<file path="src/rtl/mem_ctrl_pkg.sv">
// Shared encodings and helpers for the load/store controller.
package mem_ctrl_pkg;

  localparam int ADDR_W_DEF = 10;

  localparam logic [1:0] SZ_BYTE = 2'b00;
  localparam logic [1:0] SZ_HALF = 2'b01;
  localparam logic [1:0] SZ_WORD = 2'b10;

  typedef enum logic [2:0] {
    IDLE,
    RD,
    RMW_RD,
    WR,
    RESP
  } state_t;

  // Misaligned or illegal-size request; such requests never reach memory.
  function automatic logic req_bad(input logic [1:0] size, input logic [1:0] lo);
    case (size)
      SZ_BYTE: req_bad = 1'b0;
      SZ_HALF: req_bad = lo[0];
      SZ_WORD: req_bad = (lo != 2'b00);
      default: req_bad = 1'b1;
    endcase
  endfunction

endpackage

</file>
<file path="src/rtl/mem_lane_unit.sv">
// Combinational byte-lane logic: load extract/extend and sub-word store merge.
module mem_lane_unit
  import mem_ctrl_pkg::*;
(
  input  logic [1:0]  size,
  input  logic [1:0]  lane,
  input  logic        sgn,
  input  logic [31:0] old_word,
  input  logic [31:0] new_data,
  output logic [31:0] load_data,
  output logic [31:0] merged
);

  logic [7:0]  byte_sel;
  logic [15:0] half_sel;

  assign byte_sel = old_word[{lane, 3'b000} +: 8];
  assign half_sel = old_word[{lane[1], 4'b0000} +: 16];

  // Pick the addressed lane and sign- or zero-extend it.
  always_comb begin
    load_data = old_word;
    case (size)
      SZ_BYTE: load_data = {{24{sgn & byte_sel[7]}}, byte_sel};
      SZ_HALF: load_data = {{16{sgn & half_sel[15]}}, half_sel};
      default: load_data = old_word;
    endcase
  end

  // Overlay the low byte/half of the store data onto the addressed lane.
  always_comb begin
    merged = old_word;
    case (size)
      SZ_BYTE: merged[{lane, 3'b000} +: 8]     = new_data[7:0];
      SZ_HALF: merged[{lane[1], 4'b0000} +: 16] = new_data[15:0];
      default: merged = new_data;
    endcase
  end

endmodule

</file>
<file path="src/rtl/mem_ctrl.sv">
// Single-outstanding load/store controller in front of a 1 KiB word-wide memory.
// Sub-word stores do a read-modify-write since the memory always writes 4 bytes.
module mem_ctrl
  import mem_ctrl_pkg::*;
#(
  parameter int ADDR_W = ADDR_W_DEF,
  parameter int DATA_W = 32
) (
  input  logic              clk,
  input  logic              rst_n,
  input  logic              req_valid,
  output logic              req_ready,
  input  logic              req_we,
  input  logic [1:0]        req_size,
  input  logic              req_signed,
  input  logic [ADDR_W-1:0] req_addr,
  input  logic [DATA_W-1:0] req_wdata,
  output logic              resp_valid,
  input  logic              resp_ready,
  output logic [DATA_W-1:0] resp_rdata,
  output logic              resp_err,
  output logic              mem_write,
  output logic              mem_read,
  output logic [ADDR_W-1:0] mem_addr,
  output logic [DATA_W-1:0] mem_wrdata,
  input  logic [DATA_W-1:0] mem_rddata
);

  state_t            state, state_nxt;
  logic [1:0]        r_size;
  logic              r_signed;
  logic [ADDR_W-1:0] r_addr;
  logic [31:0]       wword;     // store data, later the merged write word
  logic [31:0]       rdata_q;
  logic              err_q;
  logic              accept;
  logic              bad;
  logic [31:0]       load_data;
  logic [31:0]       merged;

  assign accept = req_valid & req_ready;
  assign bad    = req_bad(req_size, req_addr[1:0]);

  // Gated by rst_n so the handshake is closed for the whole reset pulse.
  assign req_ready  = (state == IDLE) & rst_n;
  assign resp_valid = (state == RESP);
  assign resp_rdata = rdata_q;
  assign resp_err   = err_q;

  // Memory strobes come from the state register only.
  assign mem_read   = (state == RD) | (state == RMW_RD);
  assign mem_write  = (state == WR);
  assign mem_addr   = {r_addr[ADDR_W-1:2], 2'b00};
  assign mem_wrdata = mem_write ? wword : '0;

  mem_lane_unit u_lane (
    .size      (r_size),
    .lane      (r_addr[1:0]),
    .sgn       (r_signed),
    .old_word  (mem_rddata),
    .new_data  (wword),
    .load_data (load_data),
    .merged    (merged)
  );

  // State register; reset aborts any access in flight.
  always_ff @(posedge clk or negedge rst_n) begin
    if (!rst_n) state <= IDLE;
    else        state <= state_nxt;
  end

  // Next-state decode.
  always_comb begin
    state_nxt = state;
    case (state)
      IDLE: if (accept) begin
        if (bad)                   state_nxt = RESP;
        else if (!req_we)          state_nxt = RD;
        else if (req_size == SZ_WORD) state_nxt = WR;
        else                       state_nxt = RMW_RD;
      end
      RD:      state_nxt = RESP;
      RMW_RD:  state_nxt = WR;
      WR:      state_nxt = RESP;
      RESP:    if (resp_ready) state_nxt = IDLE;
      default: state_nxt = IDLE;
    endcase
  end

  // Request capture, load result and RMW write word.
  always_ff @(posedge clk or negedge rst_n) begin
    if (!rst_n) begin
      r_size   <= SZ_BYTE;
      r_signed <= 1'b0;
      r_addr   <= '0;
      wword    <= '0;
      rdata_q  <= '0;
      err_q    <= 1'b0;
    end else begin
      case (state)
        IDLE: if (accept) begin
          r_size   <= req_size;
          r_signed <= req_signed;
          r_addr   <= req_addr;
          wword    <= req_wdata;
          rdata_q  <= '0;
          err_q    <= bad;
        end
        RD:      rdata_q <= load_data;
        RMW_RD:  wword   <= merged;
        default: ;
      endcase
    end
  end

endmodule

</file>
<file path="config.mk">
export PLATFORM = sky130hd
export DESIGN_NAME = mem_ctrl
export DESIGN_NICKNAME = d
export VERILOG_FILES = /design/src/rtl/mem_ctrl_pkg.sv /design/src/rtl/mem_lane_unit.sv /design/src/rtl/mem_ctrl.sv
export SDC_FILE = /design/constraint.sdc
export NUM_CORES = 1
export LEC_CHECK = 0
export BUFFER_PORTS_ARGS = -buffer_cell sky130_fd_sc_hd__buf_2
export CAP_MARGIN = 15
export CORE_ASPECT_RATIO = 0.9
export CORE_MARGIN = 2
export CORE_UTILIZATION = 55
export CTS_BUF_LIST = sky130_fd_sc_hd__clkbuf_4 sky130_fd_sc_hd__clkbuf_8
export DETAILED_ROUTE_END_ITERATION = 16
export PLACE_DENSITY = 0.95
export SYNTH_ARGS = -nofsm -noshare
export SYNTH_HDL_FRONTEND = slang
export SYNTH_SLANG_ARGS = --single-unit
export TNS_END_PERCENT = 20
</file>
<file path="constraint.sdc">
create_clock -name clk -period 5.2 [get_ports clk]
set_clock_uncertainty 0.2 [all_clocks]
set_input_delay 0.26 -clock clk [delete_from_list [all_inputs] [get_ports clk]]
set_output_delay 0.26 -clock clk [all_outputs]
set_load 0.01 [all_outputs]
</file>
==> results.md <==
- The flow ran to the end, but the final reports show violations.
- The checks that failed: hold timing.
- The worst setup path is captured at a flip-flop.
- The height of the die is 93.2 µm.
- For this design, the slowest cell found on the critical path is nor4bb_1.
- After synthesis the cells add up to 0.00487 mm².
- In this run, placement finished with an instance count of 776.
- The total routed wirelength is 16800 µm.
- The layout filler cell count is 621.
- Power spread over the standard cell area amounts to 550 mW/mm².
- The region available for standard cell placement spans 0.00857 mm².
- Port buffering added 158 buffers.
- The signal arrival time at the worst endpoint is 3310 ps.
- Routability-driven placement finished with a final weighted congestion of 0.982.
- The post-synthesis register bit count is 81.
- The worst hold path depth is 2.
- The type of the worst setup path is flip-flop to flip-flop.
- The cell depth of the worst setup path is 8.
- The largest stage delay on the critical path is between 500 and 600 ps.
- The floorplan die area is about 0.0096 mm².
- The final routed DRC violation total is 0.
- The count of cells in the finished layout, fillers not included, comes to around 820.
- The pin count of the biggest net entering global routing is 70.
- The average wire per standard cell is 20.5 µm.
- The finished cells cover 0.00611 mm².
- The sink count of the clock tree is 81.
- The required time at the endpoint of the critical path is roughly 5300 ps.
- In the synthesized netlist the async set-or-reset flop fraction comes to 100%.
- Counting the buffers created by CTS gives 9.
- The later pin in the worst-skew pair is clocked with a latency of between 300 and 400 ps.
- The worst setup path is launched from a flip-flop.
- In this run, the clock network consumes 16.3% of the power.
- Synthesis produced 543 cells.
- For this run the aggregate overflow at the end of global routing stands at 0.
- Yosys printed 0 warnings.
- In this run switching power makes up 44.8% of total power.
- The utilization after layout is 71.4%.
- The max-capacitance violation count is 0.
- The ratio of routed vias to standard cells is 6.47.
- The number of gates resized after cts is 0.
- The share of total power in sequential cells is 36.3%.
- Total power for the finished layout comes to ~3.4 mW.
- The layout-stage area growth over the synthesis result is 25.6%.
- The initial antenna violation count is 0.
- In this run the deepest clock path goes through 2 buffers.
- The mean instance size in the synthesized netlist is about 9 µm².
- The number of H-tree levels is 3.
- The number of pins exceeding their max-slew limit in the final report is 0.
- The boundary pin count is 161.
- Setup violations remaining at the end of the flow were counted as 0.
- The post-CTS setup repair buffer count is 0.
- The global-route wire length before repair is approximately 25000 µm.
- Counting flops with a built-in enable in the synthesized netlist gives 0.
- In this run the clock root is driven by a clkbuf_8.
- The sum of negative setup slack is 0 ps.
- The signal on the critical path passes through buf_4 -> inv_1 -> ha_1 -> nor4bb_1 -> clkbuf_2 -> a221oi_1 -> a211o_1 -> a21oi_1.
- The worst hold path belongs to the class primary input to flip-flop.
- The ratio of final minimum period to clock period is around 62%.
- The headroom to the max-slew limit is 19.4%.
- The initial DRC count is 678.
- The actual slew at the worst max-slew pin is 1200 ps.
- Of the total power, combinational logic draws 47.5%.
- The worst hold slack across all endpoints is -1.70 ps.
- Setup repair after global routing left no endpoint under its margin.
- The net count of the finished layout is just under 800.
- The global-route total usage across every layer is 34.8%.
- Clock-pin slew was measured on the worst setup and hold paths at 90 ps.
- The floorplan step set the die width to between 100 and 150 µm.
- The peak fanout along the critical path is 31.
- For this run, the detailed router's first-pass iteration total came to 5.
- The via count of the first global-routing pass is 4988.
- The netlist uses 47 different library cells.
- The buffer and inverter count on the worst path is 3.
- Once the floorplan was initialized, standard cells occupied 56.8% of the core.
- The initialized floorplan defines 32 standard-cell rows.
- For this block, the via count after detailed routing is 5316.
- The worst-case setup margin in the final layout is 1980 ps.
- The upper clock frequency limit is 0.310 GHz.
- In the synthesized netlist the dominant register cell turns out to be dfrtp_1.
- The cell area after placement is 0.00558 mm².
- The number of hold buffers added after CTS is 26.
- The TritonCTS clock tree is built.
- Counting I/O delays and the setup requirement, the final critical path takes 3220 ps.
- IR analysis of the VDD net gives a maximum drop of 0.345 mV.
- Cells with a size suffix above 1 make up between 20% and 30% of the layout.
- The pre-CTS setup slack is 1820 ps.
- Measured in cells, the most critical reg-to-reg path has a length of 8.
- The analysis attributes to net switching a power of 1.51 mW.
- The sequential area share after synthesis is about two fifths.
- The count of nets left with antenna violations once routing finished came out at 0.
- The static power due to leakage is 2.98 nW.
- The internal power consumption is 1.86 mW.
- The cell class contributing the biggest share of worst-path delay is buffers and inverters.
- The number of endpoints with negative hold slack in the final report was 1.
- Once detailed placement completed, the half-perimeter wirelength came to 11100 µm.
[worst reg2reg max path, cell delays in order (launching register included)]
cell and delay (ps):
dfrtp_1 340, buf_4 430, inv_1 330, ha_1 410
nor4bb_1 550, clkbuf_2 300, a221oi_1 100, a211o_1 310
a21oi_1 170
[logic make-up after synthesis]
group / count (synthesis) / synth area share [%]
buffers and inverters: 57 / 6.32
muxes: 32 / 6.79
AOI/OAI and AO/OA: 191 / 25.6
adders and majority gates: 5 / 1.29
DFF: 81 / 41.6
other: 1 / 0.0770
and+or+nand+nor: 176 / 18.3
[flip-flops by register name (all words and copies together), names as in the netlist]
name and count:
r_addr 10, r_signed 1, r_size 2, resp_err 1
resp_rdata 32, state 3, wword 32
[layout make-up]
class                      count  area (µm²)  area share (%)
sequential                    81        2030            33.1
multi-input combinational    406        2550            41.6
timing repair buffer         192        1130            18.6
antenna                        1        2.50          0.0409
tap                          119         149            2.44
clock inverter                 4        76.3            1.25
inverter                       7        26.3           0.430
clock buffer                  12         153            2.50
[routing by layer]
metal,share of wire [%],global-route usage (%)
met4,5.3,18.4
met3,13,7.10
met5,0,0
met1,37,47.5
met2,45,52.1
[cell usage after synthesis, drive strengths merged (9+ instances only)]
master / n / area share, %
clkbuf: 17 / 1.3
nand2: 63 / 4.9
a21oi: 54 / 5.8
a221o: 16 / 3.3
o21ai: 57 / 5.9
and2: 33 / 4.2
a221oi: 11 / 2.0
o22ai: 10 / 1.3
nor2: 32 / 2.5
buf: 33 / 4.5
a211o: 9 / 1.6
mux2i: 24 / 4.9
nand2b: 15 / 2.1
dfrtp: 81 / 42
[cells in the final DEF (no fill, tap or decap), types with 3 or more instances in the layout]
cell	count
nand2b_1	14
dfrtp_1	81
a221o_1	16
ha_1	5
nand3_1	8
nor3b_1	3
nand2_1	63
inv_1	7
a21oi_1	53
a221oi_1	11
mux2i_1	24
clkbuf_8	10
a22oi_1	8
mux2_2	8
buf_2	157
or3_1	8
nor3_1	4
o221ai_1	6
buf_4	6
nor2_1	32
a22o_1	8
o21ai_0	57
dlygate4sd3_1	26
and2_1	33
o22ai_1	10
a211o_1	9
[power groups by stage]
stage | registers [mW] | logic [mW] | clock network, mW
global route | 1.24 | 1.74 | 0.563
floorplan | 1.13 | 1.13 | 0
global placement | 1.19 | 1.43 | 0
CTS | 1.20 | 1.53 | 0.538
finish | 1.22 | 1.60 | 0.547
detailed placement | 1.20 | 1.50 | 0
[path summary, 6_finish.rpt]
check | start | end | slack (ps)
setup / recovery | r_addr[1] | wword[22] | 1980
hold reg to reg | resp_err | resp_err | 280
min in group asynchronous | rst_n | state[2] | 70
setup reg to reg | r_addr[1] | wword[22] | 1980
hold / removal | mem_rddata[19] | resp_rdata[19] | -2
max in group asynchronous | rst_n | wword[29] | 3580
No activity file was read; power rests on OpenSTA's default activity.
